--- src/rtl/ifu_fetch_stage.sv ---
// -----------------------------------------------------------------------------
// ifu_fetch_stage
//
// Instruction-fetch stage that sits between the pre-fetch PC stage and decode.
// It accepts one PC per handshake, issues a single SRAM-like read request
// (req/addr_ok, then data_ok/rdata), and holds the fetched word until decode
// takes it. Only one request is ever outstanding; a flush while a request is
// in flight marks the response to be dropped so that no stale instruction is
// delivered downstream.
//
// Optional feature (macro IFU_ADEF_CHECK_EN):
//   when defined, a misaligned PC (pc_i[1:0] != 0) skips the SRAM access and
//   delivers NOP_INST with ifu_to_idu_adef set; when undefined, adef is tied
//   low and misaligned PCs are fetched like any other address.
//
// Ports:
//   clk                  clock, rising edge
//   rst                  asynchronous active-low reset
//   preifu_to_ifu_valid  upstream PC valid
//   pc_i                 upstream PC
//   ifu_allowin          stage can accept a PC this cycle
//   inst_sram_req        fetch request
//   inst_sram_addr       fetch address
//   inst_sram_addr_ok    request accepted by the SRAM interface
//   inst_sram_data_ok    read data returned
//   inst_sram_rdata      read data
//   flush_i              pipeline flush (exception/ertn/refetch/redirect)
//   idu_allowin          decode can accept
//   ifu_to_idu_valid     instruction valid to decode
//   ifu_to_idu_pc        PC of the delivered instruction
//   ifu_to_idu_inst      delivered instruction
//   ifu_to_idu_adef      fetch-address-error flag
// -----------------------------------------------------------------------------
module ifu_fetch_stage #(
  parameter logic [31:0] NOP_INST = 32'h0340_0000,
  parameter int          ADDR_W   = 32
) (
  input  logic              clk,
  input  logic              rst,
  input  logic              preifu_to_ifu_valid,
  input  logic [ADDR_W-1:0] pc_i,
  output logic              ifu_allowin,
  output logic              inst_sram_req,
  output logic [ADDR_W-1:0] inst_sram_addr,
  input  logic              inst_sram_addr_ok,
  input  logic              inst_sram_data_ok,
  input  logic [31:0]       inst_sram_rdata,
  input  logic              flush_i,
  input  logic              idu_allowin,
  output logic              ifu_to_idu_valid,
  output logic [ADDR_W-1:0] ifu_to_idu_pc,
  output logic [31:0]       ifu_to_idu_inst,
  output logic              ifu_to_idu_adef
);

  typedef enum logic [2:0] {
    S_IDLE    = 3'd0,
    S_REQ     = 3'd1,
    S_WAIT    = 3'd2,
    S_DISCARD = 3'd3,
    S_DONE    = 3'd4
  } state_t;

  state_t            state;
  state_t            next_state;
  logic [ADDR_W-1:0] pc_r;
  logic [31:0]       inst_r;
  logic              cancel_r;
  // Low while reset is asserted and for the first edge after release, so that
  // ifu_allowin reads 0 during reset like every other output.
  logic              ready_r;
  logic              accept;
  logic              adef_hit;

  assign ifu_allowin = ready_r &&
                       ((state == S_IDLE) ||
                        ((state == S_DONE) && (idu_allowin || flush_i)));

  assign accept = preifu_to_ifu_valid && ifu_allowin && !flush_i;

`ifdef IFU_ADEF_CHECK_EN
  assign adef_hit = (pc_i[1:0] != 2'b00);
`else
  assign adef_hit = 1'b0;
`endif

  assign inst_sram_req    = (state == S_REQ);
  assign inst_sram_addr   = pc_r;
  // Flush kills the handoff in the same cycle; data_ok only reaches this
  // output through the registered state, never combinationally.
  assign ifu_to_idu_valid = (state == S_DONE) && !flush_i;
  assign ifu_to_idu_pc    = pc_r;
  assign ifu_to_idu_inst  = inst_r;

  // State register.
  always_ff @(posedge clk or negedge rst) begin
    if (!rst) begin
      state <= S_IDLE;
    end else begin
      state <= next_state;
    end
  end

  // Next-state logic; responses arriving in states that do not expect them
  // are ignored simply by not being decoded there.
  always_comb begin
    next_state = state;
    case (state)
      S_IDLE: begin
        if (accept) begin
          next_state = adef_hit ? S_DONE : S_REQ;
        end else begin
          next_state = S_IDLE;
        end
      end
      S_REQ: begin
        // The request is never withdrawn; a flush only arms cancel_r.
        if (inst_sram_addr_ok) begin
          next_state = (flush_i || cancel_r) ? S_DISCARD : S_WAIT;
        end else begin
          next_state = S_REQ;
        end
      end
      S_WAIT: begin
        if (inst_sram_data_ok) begin
          next_state = flush_i ? S_IDLE : S_DONE;
        end else if (flush_i) begin
          next_state = S_DISCARD;
        end else begin
          next_state = S_WAIT;
        end
      end
      S_DISCARD: begin
        if (inst_sram_data_ok) begin
          next_state = S_IDLE;
        end else begin
          next_state = S_DISCARD;
        end
      end
      S_DONE: begin
        if (flush_i) begin
          next_state = S_IDLE;
        end else if (accept) begin
          next_state = adef_hit ? S_DONE : S_REQ;
        end else if (idu_allowin) begin
          next_state = S_IDLE;
        end else begin
          next_state = S_DONE;
        end
      end
      default: begin
        next_state = S_IDLE;
      end
    endcase
  end

  // Datapath registers: PC, fetched word, pending-cancel flag, reset-release flag.
  always_ff @(posedge clk or negedge rst) begin
    if (!rst) begin
      pc_r     <= {ADDR_W{1'b0}};
      inst_r   <= 32'h0000_0000;
      cancel_r <= 1'b0;
      ready_r  <= 1'b0;
    end else begin
      ready_r <= 1'b1;
      if (accept) begin
        pc_r <= pc_i;
      end
      if (accept && adef_hit) begin
        inst_r <= NOP_INST;
      end else if ((state == S_WAIT) && inst_sram_data_ok && !flush_i) begin
        inst_r <= inst_sram_rdata;
      end
      if (state == S_REQ) begin
        if (inst_sram_addr_ok) begin
          cancel_r <= 1'b0;
        end else if (flush_i) begin
          cancel_r <= 1'b1;
        end
      end
    end
  end

`ifdef IFU_ADEF_CHECK_EN
  logic adef_r;

  // Address-error flag, reloaded on every accept.
  always_ff @(posedge clk or negedge rst) begin
    if (!rst) begin
      adef_r <= 1'b0;
    end else if (accept) begin
      adef_r <= adef_hit;
    end
  end

  assign ifu_to_idu_adef = adef_r && (state == S_DONE);
`else
  assign ifu_to_idu_adef = 1'b0;
`endif

endmodule

--- config.mk ---
export PLATFORM = sky130hd
export DESIGN_NAME = ifu_fetch_stage
export DESIGN_NICKNAME = d
export VERILOG_FILES = /design/src/rtl/ifu_fetch_stage.sv
export SDC_FILE = /design/constraint.sdc
export NUM_CORES = 1
export LEC_CHECK = 0
export BUFFER_PORTS_ARGS = -buffer_cell sky130_fd_sc_hd__buf_2
export CORE_ASPECT_RATIO = 1.5
export CORE_MARGIN = 2
export CORE_UTILIZATION = 40
export CTS_CLUSTER_SIZE = 14
export DETAILED_ROUTE_END_ITERATION = 10
export PLACE_DENSITY = 0.77
export REMOVE_ABC_BUFFERS = 1
export SLEW_MARGIN = 20
export SYNTH_ARGS = -nofsm -noshare
export SYNTH_HDL_FRONTEND = slang
export SYNTH_SLANG_ARGS = --single-unit
--- constraint.sdc ---
create_clock -name clk -period 1.35 [get_ports clk]
set_input_delay 0.0675 -clock clk [delete_from_list [all_inputs] [get_ports clk]]
set_output_delay 0.0675 -clock clk [all_outputs]
set_load 0.05 [all_outputs]
==> impl_metrics.toml, run 1 <==
[route]
vias_per_cell = 4.48
ant_nets = 0
drtIter0Drc = 38
firstDrtPassIters = 4
drt-total-wl_mm = 7.77
vias = 2328
post_drt_wl_per_cell_um = 14.9
drc = 0

[sta]
finalHoldViolations = 0
setup_viol = 67
min_period_ns = 1.49
rsz0062_at_grt = "true"
slew_viol_final = 0
fin_crit_sh_pct = 110
fin_ws_ns = -0.138
max_freq_ghz = 0.672
fin_worst_skew_ns = 0.00668

[worst_setup_path]
r2r-end = "ifu_to_idu_inst[29]$_DFFE_PN0P_"
worstSetupPathType = "reg -> reg"
crit_start = "state[2]$_DFF_PN0_"
critPathMaxFanout = 16
crit_required_ns = 1.55
reg2reg_slack_ns = -0.14
r2r-start = "state[2]$_DFF_PN0_"
cp-end-kind = "register"
crit_path_start_kind = "register"
r2r_cells = 4
endpoint = "ifu_to_idu_inst[29]$_DFFE_PN0P_"
worstPathArrival_ns = 1.69

[cts]
cts_inserted_buffers = 9
htree_num_levels = 3
clockBufferDepth = 2
cts_tree = "done"
clk_pin_slew_worst_paths_ns = 0.05
cts_root_buf = "clkbuf_16"
clock_latency_ns = 0.32
clock-sinks = 69

[die]
die_x_um = 75.5
dieArea_um2 = 8400
die_h_um = 111
core_um2 = 7510
std_cell_rows = 39
initial_utilization_pct = 40.8
ios = 171

[yosys]
synth_seq_cells = 69
synth_area_leader_cell = "dfrtp_1"
yosys.area.top_type_share_pct = 56.3
synth-edff-count = 0
async_flop_share_pct = 100
synth_area_per_cell_um2 = 15.7
synth.area.top_cells = "dfrtp_1, mux2_4, mux2_2"
synth.yosys.seq_area_share_pct = 56.3
ys_top_cells_by_count = "dfrtp_1, mux2_4, buf_4"
syn_inst = 196
syn_area_um2 = 3070
yosys_most_used_dff = "dfrtp_1"
yosysWarnings = 0
synth.most_common_cell = "dfrtp_1"
synth_cell_types = 22

[placed_design]
io_buffers = 169
routabilityCongestion = 0.734
hpwl_mm = 4.34
post-place-cells = 436
place_ws_ns = -0.127

[final_layout]
num-nets-final = 484
drive_gt1_share_pct = 63.6
area_growth_pct = 61.9
final_util_pct = 66.1
instances_no_fill = 520
num-fill-cells = 545
num_antenna_cells = 0

[flow_run]
drv_cap = 0

[status]
violations = "setup timing"
status = "complete, but fails checks"

[global_routing]
grtUsageTotal_pct = 18.8
grt_max_degree = 70
grt_first_pass_wirelength_mm = 11.8
antenna_found_initial = 0
grt_overflow = 0
grt_pass1_vias = 2518

[worst_hold_path]
hold_path.class = "in -> reg"
-- worst max-delay path, cell delays in order (launching register included) --
cell and delay (ns):
dfrtp_1 0.43, nor2b_2 0.15, and3_4 0.24, buf_12 0.18, mux2_2 0.35
-- sequential cells by signal, summed over array words and instances, names as in the netlist --
signal,count
ifu_to_idu_inst,32
ready_r,1
ifu_to_idu_pc,32
state,3
cancel_r,1
-- cell usage in the layout (no fill, tap or decap), types with 2 or more instances in the layout --
cell,instances
buf_2,166
buf_12,3
dfrtp_1,69
conb_1,2
buf_4,5
buf_6,4
nor2_1,3
clkinvlp_4,2
dlygate4sd3_1,66
mux2_2,5
a21oi_1,2
mux2_4,60
nor3b_2,2
clkbuf_16,9
-- what timing repair did --
action | CTS | global route
hold endpoints to repair | 134 | 0
setup endpoints to repair | 67 | 68
hold buffers | 66 | 0
gates resized for setup | 27 | 13
gates cloned | 1 | 0
pin swaps | 0 | 2
buffers inserted | 1 | 0
-- routing by layer --
| layer | global-route usage (%) | part of all wire, % | vias up |
|---|---|---|---|
| met3 | 6.45 | 7.3 | 12 |
| met2 | 35.3 | 56 | 124 |
| met4 | 6.78 | 1.8 | 0 |
| li1 | - | - | 1070 |
| met5 | 0 | 0 | - |
| met1 | 17.7 | 35 | 1122 |
-- how the worst min path moves through the flow --
| stage | slack [ns] | depth (start not counted) | startpoint | endpoint |
|---|---|---|---|---|
| after CTS | 0.04 | 2 | flush_i | state[2]$_DFF_PN0_ |
| after global routing | 0.05 | 2 | flush_i | state[2]$_DFF_PN0_ |
| final | 0.05 | 2 | inst_sram_data_ok | state[0]$_DFF_PN0_ |
| after global placement | 0.11 | 2 | rst | ifu_to_idu_inst[24]$_DFFE_PN0P_ |
| after floorplan | -0.23 | 0 | rst | cancel_r$_DFFE_PN0P_ |
| after detailed placement | 0.11 | 2 | rst | ifu_to_idu_inst[19]$_DFFE_PN0P_ |
-- cell families (layout without fill, tap and decap cells) --
logic type	after synthesis	count (layout)	synth area share, %
flops	69	69	56.3
buf+inv	41	263	10.8
mux	65	65	28.1
other cells	2	2	0.245
compound gates	6	6	1.26
simple gates	13	13	3.30
-- layout make-up --
class                   count  area [µm²]  area share, %
clock buffers              11         243           4.89
clock inverters             5        58.8           1.18
inverters                   1        3.75         0.0756
multi-input cells          86        1130           22.8
flip-flops and latches     69        1730           34.8
well taps                 102         128           2.57
repair buffers            246        1680           33.8
-- through the flow --
stage / area [µm²] / hold WS (ns) / TNS, ns
after floorplan: 2740 / -0.228 / -40.57
after global placement: 3820 / 0.110 / -6.02
after detailed placement: 3820 / 0.112 / -6.94
after CTS: 4920 / 0.0372 / -7.17
after global routing: 4970 / 0.0452 / -10.16
final: 4970 / 0.0482 / -6.93
Power of run 1 is not shown: default switching activity piles up to over one toggle a cycle in this logic, so the estimate is an artifact.
==> run 2: changes to the inputs <==
Settings changed: CORE_UTILIZATION 40 to 41, CTS_BUF_LIST from default to sky130_fd_sc_hd__clkbuf_2 sky130_fd_sc_hd__clkbuf_4 sky130_fd_sc_hd__clkbuf_8, MAX_ROUTING_LAYER from default to met4, PLACE_DENSITY 0.77 to 0.79.
==> impl_metrics.toml, run 2 (synthesis results as in run 1) <==
[status]
status = "complete, but fails checks"
violations = "setup timing"

[sta]
fin_worst_skew_ns = 0.00888
slew_viol_final = 0
setup_viol = 67
fin_ws_ns = -0.165
fin_crit_sh_pct = 112
finalHoldViolations = 0
min_period_ns = 1.51
rsz0062_at_grt = "true"
max_freq_ghz = 0.660
tns_ns = -8.09

[cts]
cts_tree = "done"
cts_inserted_buffers = 9
cts_root_buf = "clkbuf_8"
clockBufferDepth = 2
clock_latency_ns = 0.33
clk_pin_slew_worst_paths_ns = 0.07
htree_num_levels = 3
clock-sinks = 69

[placed_design]
hpwl_mm = 4.46
routabilityCongestion = 0.743
io_buffers = 169

[worst_setup_path]
crit_path_start_kind = "register"
r2r-start = "state[1]$_DFF_PN0_"
worstSetupPathType = "reg -> reg"
r2r-end = "ifu_to_idu_inst[31]$_DFFE_PN0P_"
r2r_cells = 4
crit_start = "state[1]$_DFF_PN0_"
cp-end-kind = "register"
critPathMaxFanout = 16
crit_required_ns = 1.57
reg2reg_slack_ns = -0.16
worstPathArrival_ns = 1.73

[die]
die_h_um = 110
dieArea_um2 = 8210
die_x_um = 74.6
core_um2 = 7230
initial_utilization_pct = 42.5
ios = 171
std_cell_rows = 38

[global_routing]
busiest_layer = "met2"
grtUsageTotal_pct = 20.1
grt_first_pass_wirelength_mm = 11.8
antenna_found_initial = 0
global_route.usage.met3_pct = 4.03
grt_max_degree = 70
grt_pass1_vias = 2538
grt_use_met1_pct = 20.8
grt_overflow = 0
grt.met2_usage_pct = 36.2

[worst_hold_path]
hold_start = "inst_sram_data_ok"
hold_depth = 2
hold_path.class = "in -> reg"
min_to = "state[0]$_DFF_PN0_"

[final_layout]
final_common_cell = "buf_2"
num_antenna_cells = 0
drive_gt1_share_pct = 64.3
num-nets-final = 486
final_cell_mix = "buf_2, dfrtp_1, dlygate4sd3_1, mux2_4, mux2_2"
area_growth_pct = 58.5

[route]
vias = 2354
drc = 0
drtIter0Drc = 60
firstDrtPassIters = 4
drt-total-wl_mm = 8.02
post_drt_wl_per_cell_um = 15.4
ant_nets = 0
vias_per_cell = 4.53

[flow_run]
drv_cap = 0
==> run 2: timing repair <==
item | 4_1_cts | 5_1_grt
gates cloned | 1 | 0
setup endpoints to repair | 67 | 68
pin swaps | 3 | 1
setup buffers | 3 | 0
resized for setup | 29 | 6
hold endpoints to repair | 135 | 0
hold buffers | 67 | 0
==> run 2: metrics by stage <==
stage                     util, %  instances  setup slack (ns)  instance area (µm²)  hold WS (ns)
after floorplan                 -        156            -0.821                 2740        -0.228
after global placement       52.7        433            -0.131                 3810         0.115
after detailed placement     52.7        433            -0.158                 3810         0.120
after CTS                    66.9        520            -0.157                 4830       0.00361
after global routing         67.3        520            -0.213                 4860       0.00295
final                        67.3        520            -0.165                 4860        0.0101
==> run 2: layer usage <==
metal	up-vias	share of wire [%]
met4	0	1.8
met1	1150	38
met3	15	5.8
met5	-	0
li1	1076	-
met2	113	55
==> run 2: worst max path at each step <==
| stage | endpoint | cells past startpoint |
|---|---|---|
| after floorplan | ifu_to_idu_valid | 1 |
| after global placement | ifu_to_idu_inst[17]$_DFFE_PN0P_ | 4 |
| after detailed placement | ifu_to_idu_inst[25]$_DFFE_PN0P_ | 4 |
| after CTS | ifu_to_idu_pc[8]$_DFFE_PN0P_ | 5 |
| after global routing | ifu_to_idu_inst[8]$_DFFE_PN0P_ | 4 |
| final | ifu_to_idu_inst[31]$_DFFE_PN0P_ | 4 |
==> run 2: critical path, cell delays in order (launching register included) <==
cell	delay [ns]
dfrtp_1	0.42
nor2b_2	0.19
and3_4	0.25
buf_16	0.18
mux2_2	0.36
==> run 2: area by class of cell <==
cell class,count,area [µm²]
clock buffers,11,145
clock inverters,5,50.0
fillers,515,2360
inverters,1,3.75
multi-input cells,86,1110
flip-flops and latches,69,1730
well taps,100,125
repair buffers,248,1700
Power of run 2 is left out for the same reason.
